### src/rtl/pipe_ctrl_pkg.sv
// Shared constants for the pipeline stall/flush sequencer: FSM encodings,
// the default watchdog limit and the packed pipeline-register control bundle.
package pipe_ctrl_pkg;

    localparam logic [1:0] ST_RUN      = 2'd0;
    localparam logic [1:0] ST_MEM_WAIT = 2'd1;
    localparam logic [1:0] ST_FAULT    = 2'd2;

    localparam int MEM_TIMEOUT_DEF = 64;

    typedef struct packed {
        logic pc_en;
        logic ifid_en;
        logic ifid_flush;
        logic idex_en;
        logic idex_flush;
        logic exmem_en;
        logic memwb_en;
    } pipe_ctrl_t;

    localparam pipe_ctrl_t CTRL_HOLD = '0;
    localparam pipe_ctrl_t CTRL_FLOW = '{pc_en: 1'b1, ifid_en: 1'b1, ifid_flush: 1'b0,
                                         idex_en: 1'b1, idex_flush: 1'b0,
                                         exmem_en: 1'b1, memwb_en: 1'b1};

    // Normal-flow decisions; a taken branch wins over a load-use bubble.
    // The bubble needs idex_en high so the flush actually loads into ID/EX.
    function automatic pipe_ctrl_t run_ctrl(input logic branch_taken, input logic load_use);
        pipe_ctrl_t c;
        c = CTRL_FLOW;
        if (branch_taken) begin
            c.ifid_flush = 1'b1;
            c.idex_flush = 1'b1;
        end else if (load_use) begin
            c.pc_en      = 1'b0;
            c.ifid_en    = 1'b0;
            c.idex_flush = 1'b1;
        end
        return c;
    endfunction

endpackage

### src/rtl/pipe_wait_timer.sv
// Saturating watchdog counter for data-memory waits; timeout flags the last
// permitted wait cycle (count == MEM_TIMEOUT-1).
module pipe_wait_timer
    import pipe_ctrl_pkg::*;
#(
    parameter int MEM_TIMEOUT = MEM_TIMEOUT_DEF
) (
    input  logic clk,
    input  logic rst,
    input  logic clr,
    input  logic inc,
    output logic timeout
);

    localparam int TW = $clog2(MEM_TIMEOUT + 1);
    localparam logic [TW-1:0] LAST = TW'(MEM_TIMEOUT - 1);

    logic [TW-1:0] cnt_q;
    logic [TW-1:0] cnt_d;

    always_comb begin
        cnt_d = cnt_q;
        if (clr) begin
            cnt_d = '0;
        end else if (inc && (cnt_q != '1)) begin
            cnt_d = cnt_q + 1'b1;
        end
    end

    always_ff @(posedge clk or negedge rst) begin
        if (!rst) begin
            cnt_q <= '0;
        end else begin
            cnt_q <= cnt_d;
        end
    end

    assign timeout = (cnt_q == LAST);

endmodule

### src/rtl/pipe_hazard_ctrl.sv
// Stall/flush sequencer for the 5-stage RV32 pipeline: load-use bubbles, branch
// flushes, data-memory wait stalls and a sticky timeout fault.
// Optional stall_cnt performance output when PIPE_PERF_CNT_EN is defined.
module pipe_hazard_ctrl
    import pipe_ctrl_pkg::*;
#(
    parameter int regindex    = 5,
    parameter int MEM_TIMEOUT = MEM_TIMEOUT_DEF,
    parameter int CNT_W       = 16
) (
    input  logic                clk,
    input  logic                rst,
    input  logic [regindex-1:0] id_rs1,
    input  logic [regindex-1:0] id_rs2,
    input  logic [regindex-1:0] idex_rd,
    input  logic                idex_memread,
    input  logic                ex_branch_taken,
    input  logic                exmem_mem_req,
    input  logic                dmem_ready,
    output logic                pc_en,
    output logic                ifid_en,
    output logic                ifid_flush,
    output logic                idex_en,
    output logic                idex_flush,
    output logic                exmem_en,
    output logic                memwb_en,
    output logic                fault,
    output logic [1:0]          state
`ifdef PIPE_PERF_CNT_EN
    ,
    output logic [CNT_W-1:0]    stall_cnt
`endif
);

    logic [1:0] state_q;
    logic [1:0] state_d;
    logic       load_use;
    logic       tmr_clr;
    logic       tmr_inc;
    logic       tmr_timeout;
    pipe_ctrl_t ctrl;
    pipe_ctrl_t ctrl_out;

    assign load_use = idex_memread && (idex_rd != '0) &&
                      ((idex_rd == id_rs1) || (idex_rd == id_rs2));

    always_comb begin
        state_d = state_q;
        ctrl    = CTRL_HOLD;
        tmr_clr = 1'b0;
        tmr_inc = 1'b0;
        case (state_q)
            ST_RUN: begin
                if (exmem_mem_req && !dmem_ready) begin
                    state_d = ST_MEM_WAIT;
                    tmr_inc = 1'b1;
                end else begin
                    ctrl = run_ctrl(ex_branch_taken, load_use);
                end
            end
            ST_MEM_WAIT: begin
                // Flushes stay suppressed while frozen; a branch held in EX is
                // re-evaluated on the release cycle.
                if (!dmem_ready) begin
                    tmr_inc = 1'b1;
                    if (tmr_timeout) begin
                        state_d = ST_FAULT;
                    end
                end else begin
                    ctrl    = run_ctrl(ex_branch_taken, load_use);
                    state_d = ST_RUN;
                    tmr_clr = 1'b1;
                end
            end
            ST_FAULT: begin
                state_d = ST_FAULT;
            end
            default: begin
                state_d = ST_RUN;
                tmr_clr = 1'b1;
            end
        endcase
    end

    always_ff @(posedge clk or negedge rst) begin
        if (!rst) begin
            state_q <= ST_RUN;
        end else begin
            state_q <= state_d;
        end
    end

    pipe_wait_timer #(
        .MEM_TIMEOUT(MEM_TIMEOUT)
    ) u_wait_timer (
        .clk    (clk),
        .rst    (rst),
        .clr    (tmr_clr),
        .inc    (tmr_inc),
        .timeout(tmr_timeout)
    );

    // The reset state is RUN, whose decode would enable everything; mask it.
    assign ctrl_out   = rst ? ctrl : CTRL_HOLD;
    assign pc_en      = ctrl_out.pc_en;
    assign ifid_en    = ctrl_out.ifid_en;
    assign ifid_flush = ctrl_out.ifid_flush;
    assign idex_en    = ctrl_out.idex_en;
    assign idex_flush = ctrl_out.idex_flush;
    assign exmem_en   = ctrl_out.exmem_en;
    assign memwb_en   = ctrl_out.memwb_en;
    assign fault      = (state_q == ST_FAULT);
    assign state      = state_q;

`ifdef PIPE_PERF_CNT_EN
    logic [CNT_W-1:0] stall_cnt_q;
    logic [CNT_W-1:0] stall_cnt_d;

    always_comb begin
        stall_cnt_d = stall_cnt_q;
        if (!ctrl_out.pc_en && (state_q != ST_FAULT) && (stall_cnt_q != '1)) begin
            stall_cnt_d = stall_cnt_q + 1'b1;
        end
    end

    always_ff @(posedge clk or negedge rst) begin
        if (!rst) begin
            stall_cnt_q <= '0;
        end else begin
            stall_cnt_q <= stall_cnt_d;
        end
    end

    assign stall_cnt = stall_cnt_q;
`endif

endmodule
### config.mk
export PLATFORM = sky130hd
export DESIGN_NAME = pipe_hazard_ctrl
export DESIGN_NICKNAME = d
export VERILOG_FILES = /design/src/rtl/pipe_ctrl_pkg.sv /design/src/rtl/pipe_wait_timer.sv /design/src/rtl/pipe_hazard_ctrl.sv
export SDC_FILE = /design/constraint.sdc
export NUM_CORES = 1
export LEC_CHECK = 0
export ABC_AREA = 1
export BUFFER_PORTS_ARGS = -buffer_cell sky130_fd_sc_hd__clkbuf_2
export CAP_MARGIN = 10
export CORE_ASPECT_RATIO = 0.9
export CORE_MARGIN = 8
export CORE_UTILIZATION = 45
export DETAILED_ROUTE_END_ITERATION = 10
export PLACE_DENSITY = 0.71
export REMOVE_ABC_BUFFERS = 1
export SYNTH_ARGS = -nofsm -noshare
export SYNTH_HDL_FRONTEND = slang
export SYNTH_HIERARCHICAL = 1
export SYNTH_SLANG_ARGS = --single-unit
### constraint.sdc
create_clock -name clk -period 1.75 [get_ports clk]
set_input_delay 0.2625 -clock clk [delete_from_list [all_inputs] [get_ports clk]]
set_output_delay 0.2625 -clock clk [all_outputs]
set_load 0.05 [all_outputs]
### Word-level counts from Yosys, hierarchy flattened

Cells that the tools add are included.

| operators by class | value |
|---|---|
| $add $sub $neg | 1 |
| eq/ne operators | 8 |
| mux-type cells | 20 |
| reductions and logical operators | 11 |

Operator list:

| kind | number |
|---|---|
| two-way mux 7 bit | 5 |
| case mux 7 bit (2 select lines) | 1 |
| == test 5 bit | 2 |
| two-way mux 2 bit | 5 |
| adder 7 x 1 -> 7 bit (second input constant) | 1 |
| == test 7 x 6 -> 1 bit (second input constant) | 1 |
| != test 7 bit (second input constant) | 1 |
| two-way mux 1 bit | 6 |
| case mux 2 bit (3 select lines) | 1 |
| nonzero test 5 bit | 1 |
| logical AND 1 bit | 4 |
| case mux 1 bit (2 select lines) | 2 |
| != test 3 bit (second input constant) | 1 |
| == test 2 x 1 -> 1 bit (second input constant) | 1 |
| == test 2 bit (second input constant) | 1 |
| zero test 2 bit | 1 |
| != test 2 bit (second input constant) | 1 |
| AND reduction 2 bit | 1 |
| nonzero test 2 bit | 1 |
| OR reduction 2 bit | 1 |
| zero test 1 bit | 1 |
| logical OR 1 bit | 1 |

| word-level totals | value |
|---|---|
| bits in registers | 9 |
| output and inout bits | 10 |

### Logic depth before layout (Yosys ltp)

| logic depth | value |
|---|---|
| depth after elaboration | 8 |
| gate-level depth with buffers | 10 |
| depth with buffers taken out | 9 |

### Cells and area by module

The synthesis kept the hierarchy.

Modules (own cells, without submodules):

| module | times used | cells each | area an instance (sq um) |
|---|---|---|---|
| pipe_wait_timer | 1 | 63 | 446.7 |
| pipe_hazard_ctrl | 1 | 81 | 394.1 |

### Least setup slack after synthesis

Ideal clock, no wire load.

| timing path | value |
|---|---|
| path type | register -> output |
| start point | register state_q[0] (netlist: state[0]) |
| end point | output idex_flush |
| data arrival time | 2497 ps |
| required time | 1487 ps |
| setup slack | -1010 ps |
| cell stages (with the launch flop) | 6 |
| buffers on the path | 0 |
| path through | dfrtp_1 -> inv_2 -> a21oi_1 -> nor2_1 -> inv_1 -> o21ai_1 |

| between the ends | value |
|---|---|
| word-level cells in the longest chain between the ends | 3 |
| elaborated cells between the ends (all ways) | 4 |

RTL lines:

| element | line | text |
|---|---|---|
| start, declared | pipe_hazard_ctrl.sv:35 | `logic [1:0] state_q;` |
| start signal, assigned | pipe_hazard_ctrl.sv:89 | `state_q <= state_d;` |
| == test 2 x 1 -> 1 bit or zero test 2 bit (tied branches) | pipe_hazard_ctrl.sv:52 | `case (state_q)` |
| case mux 7 bit (2 select lines) (*) | pipe_hazard_ctrl.sv:52 |  |
| two-way mux 7 bit (*) | pipe_hazard_ctrl.sv:104 | `assign ctrl_out = rst ? ctrl : CTRL_HOLD;` |
| end, declared | pipe_hazard_ctrl.sv:24 | `output logic idex_flush,` |

Mark *: on every way between the ends. The rest lies on a longest branch, timed or not.

### Worst setup path after layout

| timing path | value |
|---|---|
| start point | register state_q[0] (netlist: state[0]) |
| end point | output pc_en |

| between the ends | value |
|---|---|
| word-level cells in the longest chain between the ends | 3 |
| elaborated cells between the ends (all ways) | 4 |

RTL lines:

| element | line | text |
|---|---|---|
| == test 2 x 1 -> 1 bit or zero test 2 bit (tied branches) | pipe_hazard_ctrl.sv:52 |  |
| case mux 7 bit (2 select lines) (*) | pipe_hazard_ctrl.sv:52 |  |
| two-way mux 7 bit (*) | pipe_hazard_ctrl.sv:104 |  |
| end, declared | pipe_hazard_ctrl.sv:20 | `output logic pc_en,` |

Marks and branches as above.

==> metrics.md <==
| Metric | Value |
|---|---|
| Setup Crit Path Kind | `reg2out` |
| Pre-CTS setup slack | `0.135 ns` |
| Combined area of the multi-input logic cells | `487 um2` |
| Post-DRT Antenna Nets | `0` |
| Leakage | `0.665 nW` |
| Top layer in use | `met4` |
| Post-DP HPWL | `1.63 mm` |
| Max Cap Viol | `0` |
| Yosys reg bits | `9` |
| WL per Instance | `10.4 um` |
| Diode count | `0` |
| CTS tree | `yes` |
| Critical R2R Launch | `state[0]` |
| Detailed-route vias per instance | `4.60` |
| Part of the Yosys area used for sequential elements | `26.8%` |
| Required time worst endpoint | `1.49 ns` |
| IO Count | `31` |
| Synth top area cells | `dfrtp_1 (27%), nand2_1 (19%), nand3_1 (11%), inv_1 (11%), nor2_1 (8.0%)` |
| Post-layout util | `59.0%` |
| Met2 wire length | `991 um` |
| Via count | `929` |
| I/O Buffers | `30` |
| Hold Path Class | `in2reg` |
| DR DRC count | `0` |
| Slew Viols, Final | `0` |
| Post-Synthesis Cells | `144` |
| Non-Filler Instances | `202` |
| Drt pass-1 iters | `4` |
| Min Clock Period, post-route | `1.68 ns` |
| PwrDens | `967 nW/um2` |
| Final Hold Fails | `0` |
| CP Launch Point | `state[0]` |
| Gpl congestion | `0.789` |
| Clock buffer depth | `2` |
| Post-Synthesis Cell Area | `841 um2` |
| Placed cells | `196` |
| Startpoint Class | `flip-flop` |
| Number of global-route vias before repair | `836` |
| CTS Sinks | `9` |
| Largest net degree at the start of global routing | `13` |
| Crit path max fanout | `6` |
| CTS root buf | `clkbuf_4` |
| Power, Total | `1.05 mW` |
| Routed wl met3 | `197 um` |
| Inserted Clock Buffers | `3` |
| First DRT Iteration DRCs | `26` |
| Setup WS post-layout | `0.0709 ns` |
| Worst relative slew slack | `73.5%` |
| Synth-to-layout area growth | `29.2%` |
| Final net count | `200` |
| Share of layout cells above drive strength 1 | `30.5%` |
| Final Cycle Share | `96.0%` |
| Routed wire length | `2.10 mm` |
| Maximum clock rate | `596 MHz` |
| Placement Cell Area | `1000 um2` |
| Hold WS | `0.355 ns` |
| Initial Utilization | `45.7%` |
| Post-synth top area share | `26.8%` |
| Die Span X | `61.6 um` |
| CP arrival | `1.42 ns` |
| Synth area leader | `dfrtp_1` |
| Initial antenna violation count | `0` |
| Register area | `225 um2` |
| WL met1 | `905 um` |
| First-pass GRT wire length | `3.33 mm` |
| Post-route cell area | `1090 um2` |
| Setup TNS | `0 ns` |
| Hold Crit Start | `dmem_ready` |
| Total GRT Usage | `11.9%` |
| Status | `finished, final reports clean` |
| Core area | `1840 um2` |
| Clk Latency, worst-skew pair | `0.26 ns` |
| Full die area | `3510 um2` |
| Final-layout fill cell count | `186` |
| CTS H-tree lvls | `1` |
| VDD IR max | `552 uV` |
| Final setup violation count | `0` |
| Yosys warnings | `6` |
| Actual slew at the worst max-slew pin | `0.397 ns` |
| GR Overflow Total | `0` |
| Setup Skew | `0.00702 ns` |
| Nature of the critical path endpoint | `primary output` |
| Average size of a mapped cell | `5.84 um2` |
| Row cnt | `15` |
| Chip Height | `57.0 um` |
| Clock slew at reported path FFs | `0.06 ns` |
| Distinct cell type count after synthesis | `22` |
[critical path, stage by stage (launching register included)]
cell and delay (ns):
dfrtp_1 0.40, inv_2 0.11, a21oi_2 0.09, nor2_4 0.18
nand2_1 0.07, inv_1 0.07, clkbuf_4 0.23
[layout by cell type (no fill, tap or decap), types with 2 or more instances in the layout]
cell type and instances:
nor2_4 2, nor2_1 16, nand3_1 18, clkbuf_2 26, nand3_2 3, nand2_1 43, inv_2 9, xnor2_1 2
inv_1 23, buf_4 2, dfrtp_1 9, nor2_2 2, nor3_1 2, nand4_1 2, buf_6 2, clkbuf_4 5
[flip-flops by register name, summed over array words and instances, names as in the netlist]
name,flops
state,2
u_wait_timer/cnt_q,7
[power by group]
| group | switching, mW | internal [mW] |
|---|---|---|
| combinational | 0.419 | 0.170 |
| clock | 0.0709 | 0.0878 |
| sequential | 0.0525 | 0.250 |
[cell type report]
type / count / share of cell area, %
clock buffer: 4 / 2.42
inverter: 33 / 11.4
sequential: 9 / 20.7
tap: 25 / 2.88
multi-input combinational: 98 / 44.8
timing repair buffer: 33 / 17.7
[kinds of logic after synthesis]
| group | Yosys count | share of synthesized area (%) |
|---|---|---|
| simple gates | 89 | 46.4 |
| xor+xnor | 2 | 2.08 |
| fa+ha+maj | 1 | 1.49 |
| compound gates | 6 | 5.21 |
| flops | 9 | 26.8 |
| buf+inv | 37 | 18.0 |
[timing repair]
| item | CTS | global route |
|---|---|---|
| endpoints found under the setup margin | 4 | 4 |
| buffers inserted | 0 | 1 |
| hold endpoints to repair | 9 | 0 |
| pin swaps | 0 | 1 |
| resized for setup | 4 | 13 |
| hold buffers | 1 | 0 |
[cells in the mapped netlist, drive strengths merged]
library cell / count
inv: 32
clkinv: 1
nand2: 43
buf: 4
o21ai: 4
nor3: 2
xnor2: 2
o21a: 1
or2: 1
nand4: 2
dfrtp: 9
nor2: 20
ha: 1
a21oi: 1
nand3: 21
[per-layer routing]
metal  global-route usage [%]  vias to the layer above
li1                         -                      501
met1                     13.3                      400
met2                     21.1                       26
met3                     4.04                        2
met4                     1.95                        0
met5                        0                        -
[worst paths after layout]
path / endpoint / slack, ns / depth (start not counted)
max: pc_en / 0.07 / 6
min: state[0] / 0.36 / 4
max reg2reg: u_wait_timer/cnt_q[1] / 0.19 / 8
min reg2reg: u_wait_timer/cnt_q[6] / 0.55 / 1
max in group asynchronous: u_wait_timer/cnt_q[1] / 1.15 / 3
min in group asynchronous: u_wait_timer/cnt_q[6] / 0.46 / 3
Power figures use the tool's default switching activity.
